<file path="src/rtl/pc_word_assembler_pkg.sv">
// Shared constants and state encoding for the PC-word assembler.
package PCWordPkg;

  localparam int unsigned PC_WORD_W   = 32;
  localparam logic [31:0] PC_NOP_WORD = 32'hFFFF_FFFF;

  typedef enum logic {
    FILL = 1'b0,
    HOLD = 1'b1
  } state_t;

endpackage

</file>
<file path="src/rtl/pc_word_assembler_sat_counter.sv">
// Saturating up-counter: sticks at all-ones instead of wrapping.
module sat_counter #(
  parameter int unsigned N = 16
) (
  input  logic         clk,
  input  logic         reset,
  input  logic         inc,
  output logic [N-1:0] count
);

  always_ff @(posedge clk or posedge reset) begin
    if (reset) begin
      count <= '0;
    end else if (inc && (count != '1)) begin
      count <= count + N'(1);
    end
  end

endmodule

</file>
<file path="src/rtl/pc_word_assembler.sv">
// Packs an 8-bit host byte stream into NPCout-bit PC words, drops NOP padding.
// Optional idle-timeout resync of partial words: define PC_WORD_TIMEOUT_EN.
module pc_word_assembler
  import PCWordPkg::*;
#(
  parameter int unsigned       NPCout    = PC_WORD_W,
  parameter int unsigned       MSB_FIRST = 1,
  parameter logic [NPCout-1:0] NOP_WORD  = NPCout'(PC_NOP_WORD),
  parameter int unsigned       Ncnt      = 16,
  parameter int unsigned       TIMEOUT   = 1024
) (
  input  logic              clk,
  input  logic              reset,
  input  logic              byte_in_v,
  input  logic [7:0]        byte_in_d,
  output logic              byte_in_a,
  output logic              word_out_v,
  output logic [NPCout-1:0] word_out_d,
  input  logic              word_out_a,
  output logic [Ncnt-1:0]   nop_count,
  output logic [Ncnt-1:0]   timeout_count
);

  localparam int unsigned NB = NPCout / 8;
  localparam int unsigned IW = (NB > 1) ? $clog2(NB) : 1;

  if ((NPCout % 8 != 0) || (NPCout == 0) || (TIMEOUT == 0)) begin : g_bad_params
    $error("pc_word_assembler: NPCout must be a non-zero multiple of 8, TIMEOUT >= 1");
  end

  state_t            state;
  logic [IW-1:0]     idx;
  logic [NPCout-1:0] sr;
  logic [NPCout-1:0] assembled;
  logic              accept;
  logic              last;
  logic              is_nop;
  logic              nop_inc;

  assign byte_in_a = byte_in_v & ((state == FILL) | word_out_a);
  assign accept    = byte_in_a;
  assign last      = (idx == IW'(NB - 1));
  assign is_nop    = (assembled == NOP_WORD);
  assign nop_inc   = accept & last & is_nop;

  // sr and idx are already zero while in HOLD, so a byte taken on the ack
  // cycle lands in slot 0 through the same placement path.
  always_comb begin
    assembled = sr;
    for (int unsigned i = 0; i < NB; i++) begin
      if (idx == IW'(i)) begin
        assembled[((MSB_FIRST != 0) ? (NB - 1 - i) : i) * 8 +: 8] = byte_in_d;
      end
    end
  end

`ifdef PC_WORD_TIMEOUT_EN
  localparam int unsigned TW = $clog2(TIMEOUT + 1);
  logic [TW-1:0] timer;
  logic          timeout_hit;

  assign timeout_hit = (state == FILL) && (idx != '0) && !accept &&
                       (timer == TW'(TIMEOUT - 1));

  always_ff @(posedge clk or posedge reset) begin
    if (reset) begin
      timer <= '0;
    end else if (accept || timeout_hit) begin
      timer <= '0;
    end else if ((state == FILL) && (idx != '0)) begin
      timer <= timer + TW'(1);
    end
  end

  sat_counter #(.N(Ncnt)) u_timeout_count (
    .clk   (clk),
    .reset (reset),
    .inc   (timeout_hit),
    .count (timeout_count)
  );
`else
  assign timeout_count = '0;
`endif

  always_ff @(posedge clk or posedge reset) begin
    if (reset) begin
      state      <= FILL;
      idx        <= '0;
      sr         <= '0;
      word_out_v <= 1'b0;
      word_out_d <= '0;
    end else if (accept) begin
      if (last) begin
        idx <= '0;
        sr  <= '0;
        if (is_nop) begin
          state      <= FILL;
          word_out_v <= 1'b0;
        end else begin
          state      <= HOLD;
          word_out_v <= 1'b1;
          word_out_d <= assembled;
        end
      end else begin
        idx        <= idx + IW'(1);
        sr         <= assembled;
        state      <= FILL;
        word_out_v <= 1'b0;
      end
    end else if ((state == HOLD) && word_out_a) begin
      state      <= FILL;
      word_out_v <= 1'b0;
    end
`ifdef PC_WORD_TIMEOUT_EN
    else if (timeout_hit) begin
      idx <= '0;
      sr  <= '0;
    end
`endif
  end

  sat_counter #(.N(Ncnt)) u_nop_count (
    .clk   (clk),
    .reset (reset),
    .inc   (nop_inc),
    .count (nop_count)
  );

endmodule

</file>
<file path="config.mk">
export PLATFORM = sky130hd
export DESIGN_NAME = pc_word_assembler
export DESIGN_NICKNAME = d
export VERILOG_FILES = /design/src/rtl/pc_word_assembler_pkg.sv /design/src/rtl/pc_word_assembler_sat_counter.sv /design/src/rtl/pc_word_assembler.sv
export SDC_FILE = /design/constraint.sdc
export NUM_CORES = 1
export LEC_CHECK = 0
export ABC_AREA = 1
export CORE_ASPECT_RATIO = 1.2
export CORE_MARGIN = 3
export CORE_UTILIZATION = 48
export DETAILED_ROUTE_END_ITERATION = 7
export PLACE_DENSITY_LB_ADDON = 0.25
export SYNTH_ARGS = -nofsm -noshare
export SYNTH_HDL_FRONTEND = slang
export SYNTH_SLANG_ARGS = --single-unit
</file>
<file path="constraint.sdc">
create_clock -name clk -period 2.4 [get_ports clk]
set_clock_uncertainty 0.05 [all_clocks]
set_input_delay 0.36 -clock clk [delete_from_list [all_inputs] [get_ports clk]]
set_output_delay 0.36 -clock clk [all_outputs]
set_load 0.01 [all_outputs]
</file>
==> flow_summary.ini, run 1 <==
[run_status]
outcome = completed

[clock_tree]
htreeDepth = 3
cts.path.max_buffers = 2
clock_latency_ns = 0.36
cts_root_buffer = clkbuf_8
clk_pin_slew_worst_paths_ns = 0.08
cts_buffers = 9
cts.sinks = 83
cts_tree = built

[route]
drc = 0
num_vias = 4189
drt-total-wl_um = 11530
wl_per_cell_um = 13.96
first_pass_iters = 5
viasPerCell = 5.071
antenna_left = 0
drtIter0Drc = 222

[synth]
syn_area_mm2 = 0.004496
synth.area.top_cells = dfrtp_1 46%, nand2_1 18%, inv_1 6.4%
yosysTopAreaCell = dfrtp_1
ys_seq_area_share_pct = 46.20
synthCells = 604
synth.top_cell.area_share_pct = 46.20
synth.distinct_cells = 26
syn_avg_cell_area_um2 = 7.443
synth-seq-cells = 83
ys_warn_count = 0

[finish]
final_layout_size_suffix_gt1_share_pct = 12.18
area_growth_pct = 27.19
finalInstanceArea_mm2 = 0.005718
fin_util_pct = 62.97
register_area_mm2 = 0.002079
n_fill_cell = 817
antenna_cells = 0
multi_input_area_mm2 = 0.001994
nets = 718

[critical_path]
required_ns = 2.64
worstPathArrival_ns = 2.53
crit_path_start_kind = flip-flop
critPathKind = flip-flop to flip-flop
cp-end-kind = flip-flop
crit_fanout = 10

[die]
num_io_pins = 78
die_height_um = 112.0
core_mm2 = 0.009081
die_area_mm2 = 0.01057
die_width_um = 94.35
start_util_pct = 49.50
rows = 38

[sta]
hold_viol_final = 0
rsz0062_at_grt = true
period_minus_slack_ns = 2.289
fmax_mhz = 436.9
setup_tns_ns = 0
period_share_pct = 95.38
slew_violations = 0
setup_viol = 0

[placed_design]
finalWeightedCongestion = 0.8913
dp_hpwl_um = 8316
io_buffer_count = 61
placedInstanceArea_mm2 = 0.005408

[grt]
grt_max_degree = 84
grt_pass1_wl_um = 19000
antenna_found_initial = 0
grt_pass1_vias = 4005
track_usage_pct = 22.52
grt_overflow_total = 0

[pwr]
total_power_w = 0.005658
power_density_mw_per_mm2 = 989.6
irDropWorstVdd_mv = 0.5143
leakage_nw = 2.927

[worst_hold_path]
hold_class = input pin to asynchronous set/reset pin

[flow_run]
drv_cap = 0
[report_power, final]
group / switching (W) / total (W) / leakage (nW) / internal [W]
Clock: 0.000494 / 0.000897 / 0.0863 / 0.000403
Combinational: 0.00147 / 0.00271 / 1.80 / 0.00123
Sequential: 0.000215 / 0.00205 / 1.04 / 0.00184
[path summary, 6_finish.rpt]
kind                           startpoint             end  slack [ns]  depth (start not counted)
max in group asynchronous           reset          sr[13]        1.53                          3
setup reg to reg                   idx[0]   word_out_d[1]        0.11                         14
hold / removal                      reset   word_out_d[5]        0.42                          3
hold reg to reg            word_out_d[17]  word_out_d[17]        0.42                          2
setup / recovery                   idx[0]   word_out_d[1]        0.11                         14
min in group clk           word_out_d[17]  word_out_d[17]        0.42                          2
[worst max-delay path, cell delays in order (launching register included)]
cell and delay [ns]:
dfrtp_2 0.40, inv_1 0.11, ha_4 0.21, buf_4 0.18
buf_4 0.15, o21ai_4 0.19, nand2_1 0.09, nor2_2 0.11
nand2_1 0.07, nor2_2 0.14, nand2_4 0.09, nand2_4 0.11
buf_4 0.19, nand2_1 0.07, nand2_1 0.07
[flip-flops by register name, summed over array words and instances, names as in the netlist]
signal	cells
sr	32
state	1
word_out_d	32
u_nop_count.count	16
idx	2
[Yosys cell counts (all sizes together)]
master and number:
xnor2 1, xor2 7, nor2 43, nand4 17, nand3b 1, o22ai 6, nand2 220, conb 1
clkbuf 6, nand3 52, o21ai 50, ha 5, dfrtp 83, buf 33, o21a 1, inv 78
[cells in the final DEF (no fill, tap or decap), drive strengths merged]
| master | instances |
|---|---|
| clkinv | 3 |
| nand3b | 1 |
| dfrtp | 83 |
| clkbuf | 13 |
| nand4 | 17 |
| o21ai | 50 |
| xnor2 | 1 |
| o22ai | 6 |
| o21a | 1 |
| buf | 47 |
| nand3 | 53 |
| nand2 | 220 |
| inv | 77 |
| nor2 | 43 |
| conb | 16 |
| clkinvlp | 2 |
| clkdlybuf4s50 | 61 |
| ha | 5 |
| xor2 | 7 |
[per-layer routing]
metal  global-route usage, %  part of all wire (%)  up-vias
met1                   30.82                    44     1991
met5                       0                     0        -
met4                   7.514                   2.4        0
met2                   36.36                    49      124
li1                        -                     -     2050
met3                   3.753                   4.7       24
[kinds of logic (layout without fill, tap and decap cells)]
group	count (synthesis)	after routing	share of synthesized area, %
simple gates	333	334	31.62
buf+inv	117	203	12.50
flops	83	83	46.20
compound gates	57	57	6.652
xor+xnor	8	8	1.559
fa+ha+maj	5	5	1.392
other cells	1	16	0.08342
[what timing repair did]
action,4_1_cts,5_1_grt
resized for setup,1,25
buffers inserted,0,4
pin swaps,0,3
setup endpoints to repair,17,49
hold buffers,0,0
cloned,0,2
[cell type report]
type                    instances  share of cell area (%)
clock buffers                  12                   2.538
clock inverters                 4                  0.4595
inverters                      78                   5.186
multi-input cells             420                   34.88
flip-flops and latches         83                   36.37
well taps                     120                   2.626
repair buffers                109                   17.94
[through the flow]
step                setup WS [ns]  hold slack (ns)  instances
finish                     0.1109           0.4180        826
detailed placement       -0.04336           0.4074        804
floorplan                  0.4024           0.3994        619
global placement         -0.04861           0.4071        804
global route             -0.01932           0.4540        826
CTS                       0.02610           0.4283        820
Power figures use the tool's default switching activity.
==> run 2: changes to the inputs <==
--- a/config.mk
+++ b/config.mk
@@ -7,9 +7,9 @@
 export LEC_CHECK = 0
 export ABC_AREA = 1
 export CORE_ASPECT_RATIO = 1.2
-export CORE_MARGIN = 3
-export CORE_UTILIZATION = 48
+export CORE_UTILIZATION = 57
 export DETAILED_ROUTE_END_ITERATION = 7
+export DONT_BUFFER_PORTS = 1
 export PLACE_DENSITY_LB_ADDON = 0.25
 export SYNTH_ARGS = -nofsm -noshare
 export SYNTH_HDL_FRONTEND = slang
==> run 2 against run 1 <==
Effect of this change: the run now ends with design-rule violations left; register-to-register slack better by 0.07 ns; count of clock-buffer cells in the layout shrank 1; worst setup slack gained 0.066 ns; sequential cell count stayed put; power is 12% lower; via count shrank 9.4%; hold slack lost 0.28 ns; core utilization up 0.17 points; global-route usage grew 4.6 points; sequential power grew 8%; sequential share of layout area increased by 6.6 points; critical path type unchanged.
==> flow_summary.ini, run 2 (synthesis results as in run 1) <==
[critical_path]
max_stage_delay_ns = 0.46
cp_top_family = simple AND/OR/NAND/NOR gates
critPathBufInv = 2
critPathKind = flip-flop to flip-flop
crit_chain = inv_2, ha_2, buf_6, nand2_1, o21ai_0, nand2_1, nor2_1, nand2_1, nor2_4, nand2_4, nand2_8, o21ai_0
cp-end-kind = flip-flop
crit_fanout = 40
cpMostUsedCell = nand2_1
required_ns = 2.57
worstPathArrival_ns = 2.39
crit_path_start_kind = flip-flop
critPathSlowestCell = dfrtp_2

[pwr]
leakage_nw = 2.557
power_density_mw_per_mm2 = 1024
irDropWorstVdd_mv = 0.4896
total_power_w = 0.004957

[die]
die_width_um = 83.07
die_area_mm2 = 0.008248
rows = 35
core_mm2 = 0.007664
die_height_um = 99.29
start_util_pct = 58.66
num_io_pins = 78

[clock_tree]
postCtsSetupBuffers = 0
cts_root_buffer = clkbuf_8
cts_tree = built
htreeDepth = 3
cts.sinks = 83
cts_buffers = 9
clock_latency_ns = 0.35
clk_pin_slew_worst_paths_ns = 0.09
cts.path.max_buffers = 2

[route]
drtIter0Drc = 268
drc = 2
num_vias = 3796
wl_per_cell_um = 14.74
first_pass_iters = 7
viasPerCell = 5.339
antenna_left = 0
drt-total-wl_um = 10480

[grt]
antenna_found_initial = 0
grt_pass1_wl_um = 17640
grt_max_degree = 84
grt_overflow_total = 0
grt_pass1_vias = 3675
track_usage_pct = 27.08

[sta]
postLayoutSetupSlackWorst_ns = 0.1774
fmax_mhz = 449.9
slew_violations = 0
hold_viol_final = 0
setup_viol = 0
setup_tns_ns = 0
rsz0062_at_grt = false
period_minus_slack_ns = 2.223
period_share_pct = 92.61

[finish]
nets = 631
n_fill_cell = 690
antenna_cells = 0
final_cell_mix = 218 x nand2_1, 82 x dfrtp_1, 73 x inv_1
layoutNonFillerInstCount = 711
area_growth_pct = 7.626
reg_top3 = sr (32), word_out_d (32), u_nop_count.count (16)
final_layout_size_suffix_gt1_share_pct = 9.047
final_common_cell = nand2_1

[run_status]
violations = design-rule violations
outcome = complete, but fails checks

[placed_design]
post-place-cells = 694
place_ws_ns = -0.07716
io_buffer_count = 0
dp_hpwl_um = 7669
finalWeightedCongestion = 0.8950

[flow_run]
drv_cap = 0

[worst_hold_path]
hold_class = input pin to flip-flop
-- run 2: path summary, 6_finish.rpt --
kind	depth (start not counted)	startpoint	slack, ns	to
min	3	word_out_a	0.14	state
min reg2reg	2	sr[23]	0.44	sr[23]
max reg2reg	12	idx[0]	0.18	word_out_d[31]
max	12	idx[0]	0.18	word_out_d[31]
max in group asynchronous	3	reset	1.38	idx[0]
min in group asynchronous	3	reset	0.57	u_nop_count.count[1]
-- run 2: area by class of cell --
cell class	instances	area (um^2)	share of cell area (%)
Tap cell	92	115.1	2.379
Timing Repair Buffer	23	195.2	4.034
Clock inverter	5	60.06	1.241
Sequential cell	83	2078	42.95
Inverter	78	296.5	6.129
Clock buffer	11	141.4	2.922
Multi-Input combinational cell	419	1952	40.34
-- run 2: power breakdown --
group | leakage (nW) | switching, W | internal [W]
clock network | 0.0999 | 0.000507 | 0.000513
logic | 1.41 | 0.00114 | 0.000590
registers | 1.04 | 0.000371 | 0.00184
-- run 2: worst reg2reg max path, delay by kind of cell, from the launching register on --
kind | cells | cell delay [ns]
flops | 1 | 0.46
buf+inv | 2 | 0.26
compound gates | 2 | 0.23
simple gates | 7 | 0.85
fa+ha+maj | 1 | 0.24
-- run 2: through the flow --
stage	hold slack (ns)	instance area, um^2	utilization [%]
CTS	0.1335	4802	62.66
global placement	0.3379	4579	59.76
finish	0.1418	4838	63.13
detailed placement	0.3491	4579	59.76
global route	0.1612	4838	63.13
floorplan	0.3994	4556	-
-- run 2: repair_timing --
item / in CTS / in global routing
hold buffers: 1 / 0
gates resized for setup: 3 / 13
hold endpoints to repair: 83 / 0
setup endpoints to repair: 22 / 48
-- run 2: per-layer routing --
metal	share of wire, %	global-route usage [%]	vias to the layer above	routed length [um]
met5	0	0	-	0
li1	-	-	1880	-
met3	7.4	7.552	15	777
met1	40	33.30	1752	4227
met4	1.7	12.60	0	180
met2	51	44.45	149	5294
